`config.mk`:
```
export PLATFORM = sky130hd
export DESIGN_NAME = regbank_wr_arbiter
export DESIGN_NICKNAME = d
export VERILOG_FILES = /design/src/rtl/regbank_pkg.sv /design/src/rtl/regbank_wr_arbiter_rr_pick.sv /design/src/rtl/regbank_wr_arbiter.sv
export SDC_FILE = /design/constraint.sdc
export NUM_CORES = 1
export LEC_CHECK = 0
export BUFFER_PORTS_ARGS = -buffer_cell sky130_fd_sc_hd__buf_2
export CAP_MARGIN = 20
export CORE_UTILIZATION = 47
export CTS_CLUSTER_DIAMETER = 100
export CTS_CLUSTER_SIZE = 24
export DETAILED_ROUTE_END_ITERATION = 7
export PLACE_DENSITY = 0.84
export SYNTH_ARGS = -nofsm -noshare
export SYNTH_HDL_FRONTEND = slang
export SYNTH_SLANG_ARGS = --single-unit
```
`constraint.sdc`:
```
create_clock -name clk -period 6.2 [get_ports clk]
set_clock_uncertainty 0.2 [all_clocks]
set_input_delay 0.31 -clock clk [delete_from_list [all_inputs] [get_ports clk]]
set_output_delay 0.31 -clock clk [all_outputs]
set_load 0.02 [all_outputs]
```
`src/rtl/regbank_pkg.sv`:
```
// Shared definitions for the register-bank write-port arbiter.
package regbank_pkg;

    localparam int NREQ_DEF = 4;
    localparam int DW_DEF   = 16;
    localparam int AW_DEF   = 3;

    typedef enum logic [1:0] {
        IDLE  = 2'd0,
        WRITE = 2'd1,
        STALL = 2'd2
    } state_e;

    // Width of a requester index.
    function automatic int calc_idw(input int n);
        return $clog2(n);
    endfunction

endpackage

```
`src/rtl/regbank_wr_arbiter_rr_pick.sv`:
```
// Round-robin picker: rotate the valid vector so ptr sits at bit 0,
// priority-encode the lowest set bit, then rotate the result back.
module rr_pick #(
    parameter int NREQ = 4,
    parameter int IDW  = 2
) (
    input  logic [NREQ-1:0] valid,
    input  logic [IDW-1:0]  ptr,
    output logic [NREQ-1:0] grant,
    output logic [IDW-1:0]  idx,
    output logic            any_valid
);

    logic [2*NREQ-1:0] dbl;
    logic [NREQ-1:0]   rot;
    logic [IDW-1:0]    pos;
    logic [IDW:0]      abs_idx;
    logic              found;

    // Rotate, priority encode, rotate back.
    always_comb begin
        dbl   = {valid, valid} >> ptr;
        rot   = dbl[NREQ-1:0];
        pos   = '0;
        found = 1'b0;
        for (int unsigned j = 0; j < NREQ; j++) begin
            if (!found && rot[j]) begin
                pos   = IDW'(j);
                found = 1'b1;
            end
        end
        abs_idx = {1'b0, pos} + {1'b0, ptr};
        if (abs_idx >= (IDW+1)'(NREQ)) begin
            abs_idx = abs_idx - (IDW+1)'(NREQ);
        end
        idx       = abs_idx[IDW-1:0];
        grant     = '0;
        if (found) begin
            grant[idx] = 1'b1;
        end
        any_valid = found;
    end

endmodule

```
`src/rtl/regbank_wr_arbiter.sv`:
```
// Write-port arbiter for the register bank: round-robin pick among NREQ
// requesters, one registered write per cycle, honours bank back-pressure.
module regbank_wr_arbiter
    import regbank_pkg::*;
#(
    parameter int NREQ = NREQ_DEF,
    parameter int DW   = DW_DEF,
    parameter int AW   = AW_DEF
) (
    input  logic                        clk,
    input  logic                        rst_n,
    input  logic [NREQ-1:0]             req_valid,
    input  logic [NREQ*AW-1:0]          req_addr,
    input  logic [NREQ*DW-1:0]          req_data,
    output logic [NREQ-1:0]             req_ready,
    input  logic                        wr_stall,
    output logic                        wr_en,
    output logic [AW-1:0]               wr_addr,
    output logic [DW-1:0]               wr_data,
    output logic [calc_idw(NREQ)-1:0]   grant_id
);

    localparam int IDW = calc_idw(NREQ);

    state_e          state_q, state_d;
    logic [IDW-1:0]  ptr_q, ptr_d;
    logic [AW-1:0]   wr_addr_q, wr_addr_d;
    logic [DW-1:0]   wr_data_q, wr_data_d;
    logic [IDW-1:0]  grant_id_q, grant_id_d;

    logic [NREQ-1:0] pick_onehot;
    logic [IDW-1:0]  pick_idx;
    logic            any_valid;
    logic            out_free;
    logic            xfer;

    rr_pick #(
        .NREQ (NREQ),
        .IDW  (IDW)
    ) u_rr_pick (
        .valid     (req_valid),
        .ptr       (ptr_q),
        .grant     (pick_onehot),
        .idx       (pick_idx),
        .any_valid (any_valid)
    );

    // Accept a request when the output register is empty or draining this cycle.
    always_comb begin
        out_free  = (state_q == IDLE) || !wr_stall;
        xfer      = any_valid && out_free && rst_n;
        req_ready = xfer ? pick_onehot : '0;
    end

    // Next-state logic.
    always_comb begin
        state_d = state_q;
        case (state_q)
            IDLE:         state_d = xfer ? WRITE : IDLE;
            WRITE, STALL: begin
                if (wr_stall) begin
                    state_d = STALL;
                end else begin
                    state_d = xfer ? WRITE : IDLE;
                end
            end
            default:      state_d = IDLE;
        endcase
    end

    // Output decode: a write is presented in WRITE and held in STALL.
    always_comb begin
        wr_en    = (state_q != IDLE);
        wr_addr  = wr_addr_q;
        wr_data  = wr_data_q;
        grant_id = grant_id_q;
    end

    // Load the winner into the output register and advance the pointer past it.
    always_comb begin
        ptr_d      = ptr_q;
        wr_addr_d  = wr_addr_q;
        wr_data_d  = wr_data_q;
        grant_id_d = grant_id_q;
        if (xfer) begin
            ptr_d      = (pick_idx == IDW'(NREQ-1)) ? '0 : pick_idx + 1'b1;
            wr_addr_d  = req_addr[pick_idx*AW +: AW];
            wr_data_d  = req_data[pick_idx*DW +: DW];
            grant_id_d = pick_idx;
        end
    end

    // State, pointer and output registers.
    always_ff @(posedge clk or negedge rst_n) begin
        if (!rst_n) begin
            state_q    <= IDLE;
            ptr_q      <= '0;
            wr_addr_q  <= '0;
            wr_data_q  <= '0;
            grant_id_q <= '0;
        end else begin
            state_q    <= state_d;
            ptr_q      <= ptr_d;
            wr_addr_q  <= wr_addr_d;
            wr_data_q  <= wr_data_d;
            grant_id_q <= grant_id_d;
        end
    end

endmodule
```
# --- Word-level counts from Yosys, hierarchy flattened ---
# Cells that the tools add are included.
op_classes:
  eq_ne: 3
  shift: 3
  n_div: 0
  n_reduce_logical: 14
  order_cmp: 3
  mux: 16
  bitwise_logic: 0
  multipliers: 1
  n_addsub: 3
ops:
  columns: ["cell", "n"]
  rows:
  - ["variable part select 64 x 7 -> 16 bit", 1]
  - ["variable part select 12 x 5 -> 3 bit", 1]
  - ["2-to-1 mux 2 bit", 5]
  - ["2-to-1 mux 4 bit", 2]
  - [">> shifter 8 x 2 -> 4 bit", 1]
  - ["2-to-1 mux 1 bit", 7]
  - ["logical AND 1 bit", 6]
  - ["equality test 2 bit, second input constant", 2]
  - ["zero test 1 bit", 4]
  - ["multiplier 2 x 2 -> 4 bit, second input constant", 1]
  - ["case mux 2 bit (2 select lines)", 1]
  - ["adder 2 x 2 -> 3 bit", 1]
  - ["greater-or-equal comparator 3 bit, second input constant", 1]
  - ["< comparator 2 x 3 -> 1 bit, second input constant", 1]
  - ["adder 2 x 1 -> 2 bit, second input constant", 1]
  - ["demux 1 bit (select 2 bit)", 1]
  - ["equality test 2 x 1 -> 1 bit, second input constant", 1]
  - ["greater-or-equal comparator 2 x 1 -> 1 bit, second input constant", 1]
  - ["zero test 2 bit", 1]
  - ["nonzero test 2 bit", 1]
  - ["OR reduction 2 bit", 1]
  - ["subtractor 2 x 1 -> 2 bit, second input constant", 1]
  - ["logical OR 1 bit", 1]
totals:
  latchBits: 0
  register_bits: 25
  memories: 0
  mem_bits_ro: 0
  mem_bits_rw: 0
  word_cells: 48
  out_inout_bits: 26
  inputBits: 83

# --- Logic depth before layout (Yosys ltp) ---
depth:
  depth_word: 20
  depth_mapped: 14
  mapped_depth_nobuf: 12

# --- By module ---
# Synthesis repeated with hierarchy kept, for this count alone.
unflattened:
  cells_unflattened: 133
  area_unflattened_um2: 1754.2
by_module_without_submodules:
  columns: ["module", "cells_per_inst", "area_per_inst_um2", "seq_area_each_um2", "instances"]
  rows:
  - ["regbank_wr_arbiter", 93, 1476.4, 625.6, 1]
  - ["rr_pick", 40, 277.8, 0.0, 1]

# --- Least setup slack after synthesis ---
# Ideal clock, no wire load.
synth_timing:
  path_kind: "register -> output"
  start: "register ptr_q[1]"
  end: "output req_ready[0]"
  slack_ns: 3.350
  arrival_ns: 2.340
  stages_incl_launch_ff: 12
  path_buffers: 2
  required_time_ns: 5.690
  cell_sequence: "dfrtp_1 > buf_6 > o21ai_0 > a21oi_1 > o31a_1 > ha_1 > xnor2_1 > and4_1 > or2_4 > buf_6 > inv_1 > nor3_1"
synth_via:
  elab_chain_len: 20
  elab_cells_between_ends: 27
  classes_between: "add/sub: 2; order compare: 3; shift: 1; mux: 12; reduce/logical: 9"
synth_lines:
  columns: ["item", "line", "text"]
  rows:
  - ["start: declaration", "regbank_wr_arbiter.sv:26", "logic [IDW-1:0] ptr_q, ptr_d;"]
  - ["start signal: assignment", "regbank_wr_arbiter.sv:103", "ptr_q <= ptr_d;"]
  - [">> shifter 8 x 2 -> 4 bit", "regbank_wr_arbiter_rr_pick.sv:22", "dbl = {valid, valid} >> ptr;"]
  - ["2-to-1 mux 1 bit", "regbank_wr_arbiter_rr_pick.sv:27", "if (!found && rot[j]) begin"]
  - ["zero test 1 bit", "regbank_wr_arbiter_rr_pick.sv:27", null]
  - ["logical AND 1 bit", "regbank_wr_arbiter_rr_pick.sv:27", null]
  - ["2-to-1 mux 1 bit", "regbank_wr_arbiter_rr_pick.sv:27", null]
  - ["zero test 1 bit", "regbank_wr_arbiter_rr_pick.sv:27", null]
  - ["logical AND 1 bit", "regbank_wr_arbiter_rr_pick.sv:27", null]
  - ["2-to-1 mux 1 bit", "regbank_wr_arbiter_rr_pick.sv:27", null]
  - ["(+4 left out)", null, null]
  - ["greater-or-equal comparator 3 bit or subtractor 2 x 1 -> 2 bit (tied branches)", "regbank_wr_arbiter_rr_pick.sv:33, regbank_wr_arbiter_rr_pick.sv:34", null]
  - ["2-to-1 mux 2 bit", "regbank_wr_arbiter_rr_pick.sv:33", "if (abs_idx >= (IDW+1)'(NREQ)) begin"]
  - ["< comparator 2 x 3 -> 1 bit (implied by the code) or greater-or-equal comparator 2 x 1 -> 1 bit (tied branches)", "regbank_wr_arbiter_rr_pick.sv:39", "grant[idx] = 1'b1;"]
  - ["logical AND 1 bit (implied by the code)", "regbank_wr_arbiter_rr_pick.sv:39", null]
  - ["2-to-1 mux 1 bit (implied by the code)", "regbank_wr_arbiter_rr_pick.sv:39", null]
  - ["demux 1 bit (select 2 bit)", null, null]
  - ["2-to-1 mux 4 bit", "regbank_wr_arbiter_rr_pick.sv:38", "if (found) begin"]
  - ["2-to-1 mux 4 bit (*)", "regbank_wr_arbiter.sv:52", "req_ready = xfer ? pick_onehot : '0;"]
  - ["end: declaration", "regbank_wr_arbiter.sv:15", "output logic [NREQ-1:0] req_ready,"]
# Mark *: on every way between the ends. The rest lies on a longest branch, timed or not.

# --- Worst setup path after layout ---
layout_timing:
  start: "register ptr_q[1]"
  end: "output req_ready[3]"
# The elaborated chain is that of the path after synthesis.

==> impl_metrics.json <==
{
  "outcome": "finished, final reports clean",
  "clock-sinks": 25,
  "synth.distinct_cells": 36,
  "num_vias": 1856,
  "p_switching_w": 0.0006238,
  "grt-ovfl-total": 0,
  "crit_required_ns": 5.69,
  "final_nets": 378,
  "die_h_um": 64.88,
  "switching_share_pct": 47.57,
  "detail-route-antenna-nets": 0,
  "synthArstFlopShare_pct": 100.0,
  "reg2reg_from": "ptr_q[1]$_DFFE_PN0P_",
  "slew_headroom_pct": 39.61,
  "tightest_slew_ns": 0.9031,
  "gp_congestion": 0.8196,
  "netlist_instances": 194,
  "pwr-share-comb_pct": 69.8,
  "fin_crit_sh_pct": 64.53,
  "end_kind": "primary output",
  "cp-start-kind": "flop",
  "io_pins": 109,
  "initial_utilization_pct": 50.00,
  "clock_power_share_pct": 7.2,
  "syn_avg_cell_area_um2": 9.577,
  "seq_power_share_pct": 23.1,
  "std_cell_rows": 22,
  "diodes": 0,
  "crit_arrival_ns": 3.49,
  "core_um2": 3716,
  "max_freq_mhz": 249.9,
  "die_area_um2": 4209,
  "portBuffers": 108,
  "drv_slew": 0,
  "via_per_inst": 5.491,
  "dieWidth_um": 64.88,
  "cts_tree": "done",
  "yosysTopAreaCellShare_pct": 33.67,
  "synth_top_cells_by_area": "dfrtp_1, mux2i_1, a221o_1",
  "crit_type": "flop to primary output",
  "power_density_nw_per_um2": 541.3,
  "ys_ff_latch": 25,
  "ff2ff_path_depth": 10,
  "synthesis.nets": 281,
  "synth_top_area_cell": "dfrtp_1",
  "ctsLongestPathBuffers": 2,
  "crit_start": "ptr_q[1]$_DFFE_PN0P_",
  "initialDrtViolationCount": 174,
  "drv_cap": 0,
  "wl_um": 4567,
  "ctsResizeCount": 0,
  "finalPower_w": 0.001311,
  "crit_fanout": 22,
  "reg2reg_slack_ns": 2.70,
  "root_buffer": "clkbuf_8",
  "dp_hpwl_um": 3394,
  "p_leak_nw": 1.280,
  "finalHoldViolCount": 0,
  "clkLatencyLatePin_ns": 0.26,
  "numCtsBuffers": 3,
  "drive_gt1_share_pct": 41.38,
  "synth_warnings": 0,
  "rsz0062_at_grt": "false",
  "synth-seq-area-share_pct": 33.67,
  "antenna_found_initial": 0,
  "endpoint": "req_ready[3]",
  "final_common_cell": "buf_2",
  "mostFrequentLayoutCells": "buf_2, mux2i_1, dfrtp_1",
  "drc": 0,
  "drt-pass1-iter-count": 4,
  "setup_violations": 0,
  "netlist_area_um2": 1858,
  "reg2reg_to": "ptr_q[0]$_DFFE_PN0P_",
  "htreeDepth": 1,
  "p_int_w": 0.0006875,
  "grt_pass1_vias": 1700,
  "grt_start_max_net_pins": 68,
  "peakVddDrop_uv": 311.9,
  "gr-usage-all-layers_pct": 21.92,
  "fin_tns_setup_ns": 0,
  "hp-class": "input pin to flop",
  "path_clk_slew_ns": 0.09,
  "fillers": 334,
  "wl_per_cell_um": 13.51,
  "synth_edf_count": 0,
  "areaGrowthSynthToFinish_pct": 30.37,
  "fin_crit_ns": 4.001,
  "grt_pass1_wl_um": 7210,
  "synthFlopType": "dfrtp_1"
}
==> power by group through the flow <==
stage / Sequential [W] / Clock, W / Combinational, W
2_1_floorplan: 0.000372 / 0 / 0.000670
3_3_place_gp: 0.000301 / 0 / 0.000875
3_5_place_dp: 0.000302 / 0 / 0.000910
4_1_cts: 0.000301 / 0.0000981 / 0.000906
5_1_grt: 0.000313 / 0.000103 / 0.000996
6_report: 0.000302 / 0.0000943 / 0.000915
==> cell type report <==
class / count / area [µm²] / share of cell area, %
inverter: 6 / 22.52 / 0.9298
clock buffer: 4 / 45.04 / 1.860
sequential: 25 / 625.6 / 25.83
timing repair buffer: 111 / 578.1 / 23.86
tap: 48 / 60.06 / 2.479
multi-input combinational: 144 / 1091 / 45.04
==> registers in the layout (all words and copies together) (netlist names) <==
name      count
wr_data      16
wr_addr       3
grant_id      2
ptr_q         2
state_q       2
==> how the worst min path moves through the flow <==
stage / startpoint / to / slack, ns / cells after the start
after floorplan: rst_n / grant_id[0]$_DFFE_PN0P_ / -0.19 / 0
after global placement: rst_n / state_q[0]$_DFF_PN0_ / 0.13 / 1
after detailed placement: rst_n / state_q[1]$_DFF_PN0_ / 0.14 / 1
after CTS: wr_stall / state_q[1]$_DFF_PN0_ / 0.06 / 3
after global routing: wr_stall / state_q[1]$_DFF_PN0_ / 0.1 / 3
final: wr_stall / state_q[1]$_DFF_PN0_ / 0.07 / 3
==> synth_stat cells, drive strengths merged, types with 3 or more instances <==
master / instances
nor3b: 3
buf: 15
clkbuf: 4
nor3: 4
ha: 4
nand2: 11
nor4: 19
a221o: 19
inv: 6
o21ai: 4
nor2: 24
mux2i: 38
dfrtp: 25
==> metal layers <==
layer  track usage, %  up-vias  share of wire (%)
li1                 -      926                  -
met1            26.19      841                 42
met2            41.02       87                 52
met3            2.817        2                6.2
met4            5.000        0               0.55
met5                0        -                  0
==> cell families after synthesis <==
logic type               count (synthesis)  synth area share, %
AO/OA/AOI/OAI                           30                14.34
XOR/XNOR                                 1               0.4715
adder cells (fa/ha/maj)                  4                2.694
buffers and inverters                   25                8.080
flip-flops                              25                33.67
multiplexers                            38                20.47
AND/OR/NAND/NOR                         71                20.27
==> metrics by stage <==
step / hold WS (ns) / std cells / setup slack, ns / util, % / cell area, µm²
global route: 0.09797 / 338 / 1.953 / 65.19 / 2422
floorplan: -0.1856 / 194 / 3.350 / - / 1858
detailed placement: 0.1362 / 332 / 2.498 / 63.17 / 2347
CTS: 0.05891 / 337 / 2.187 / 64.65 / 2402
finish: 0.06686 / 338 / 2.199 / 65.19 / 2422
global placement: 0.1335 / 332 / 2.630 / 63.17 / 2347
==> what timing repair did <==
action / in CTS / in global routing
hold endpoints to repair: 25 / 0
setup buffers: 0 / 0
hold buffers: 1 / 0
==> critical path: stages (launching register included) <==
cell and delay [ns]:
dfrtp_1 0.51, o21ai_0 0.21, a21oi_1 0.09, o31a_1 0.28
ha_2 0.18, xnor2_1 0.21, and4_1 0.69, or2_4 0.40
inv_1 0.13, ha_1 0.23, and2_1 0.13, buf_2 0.15
No activity file was read; power rests on OpenSTA's default activity.
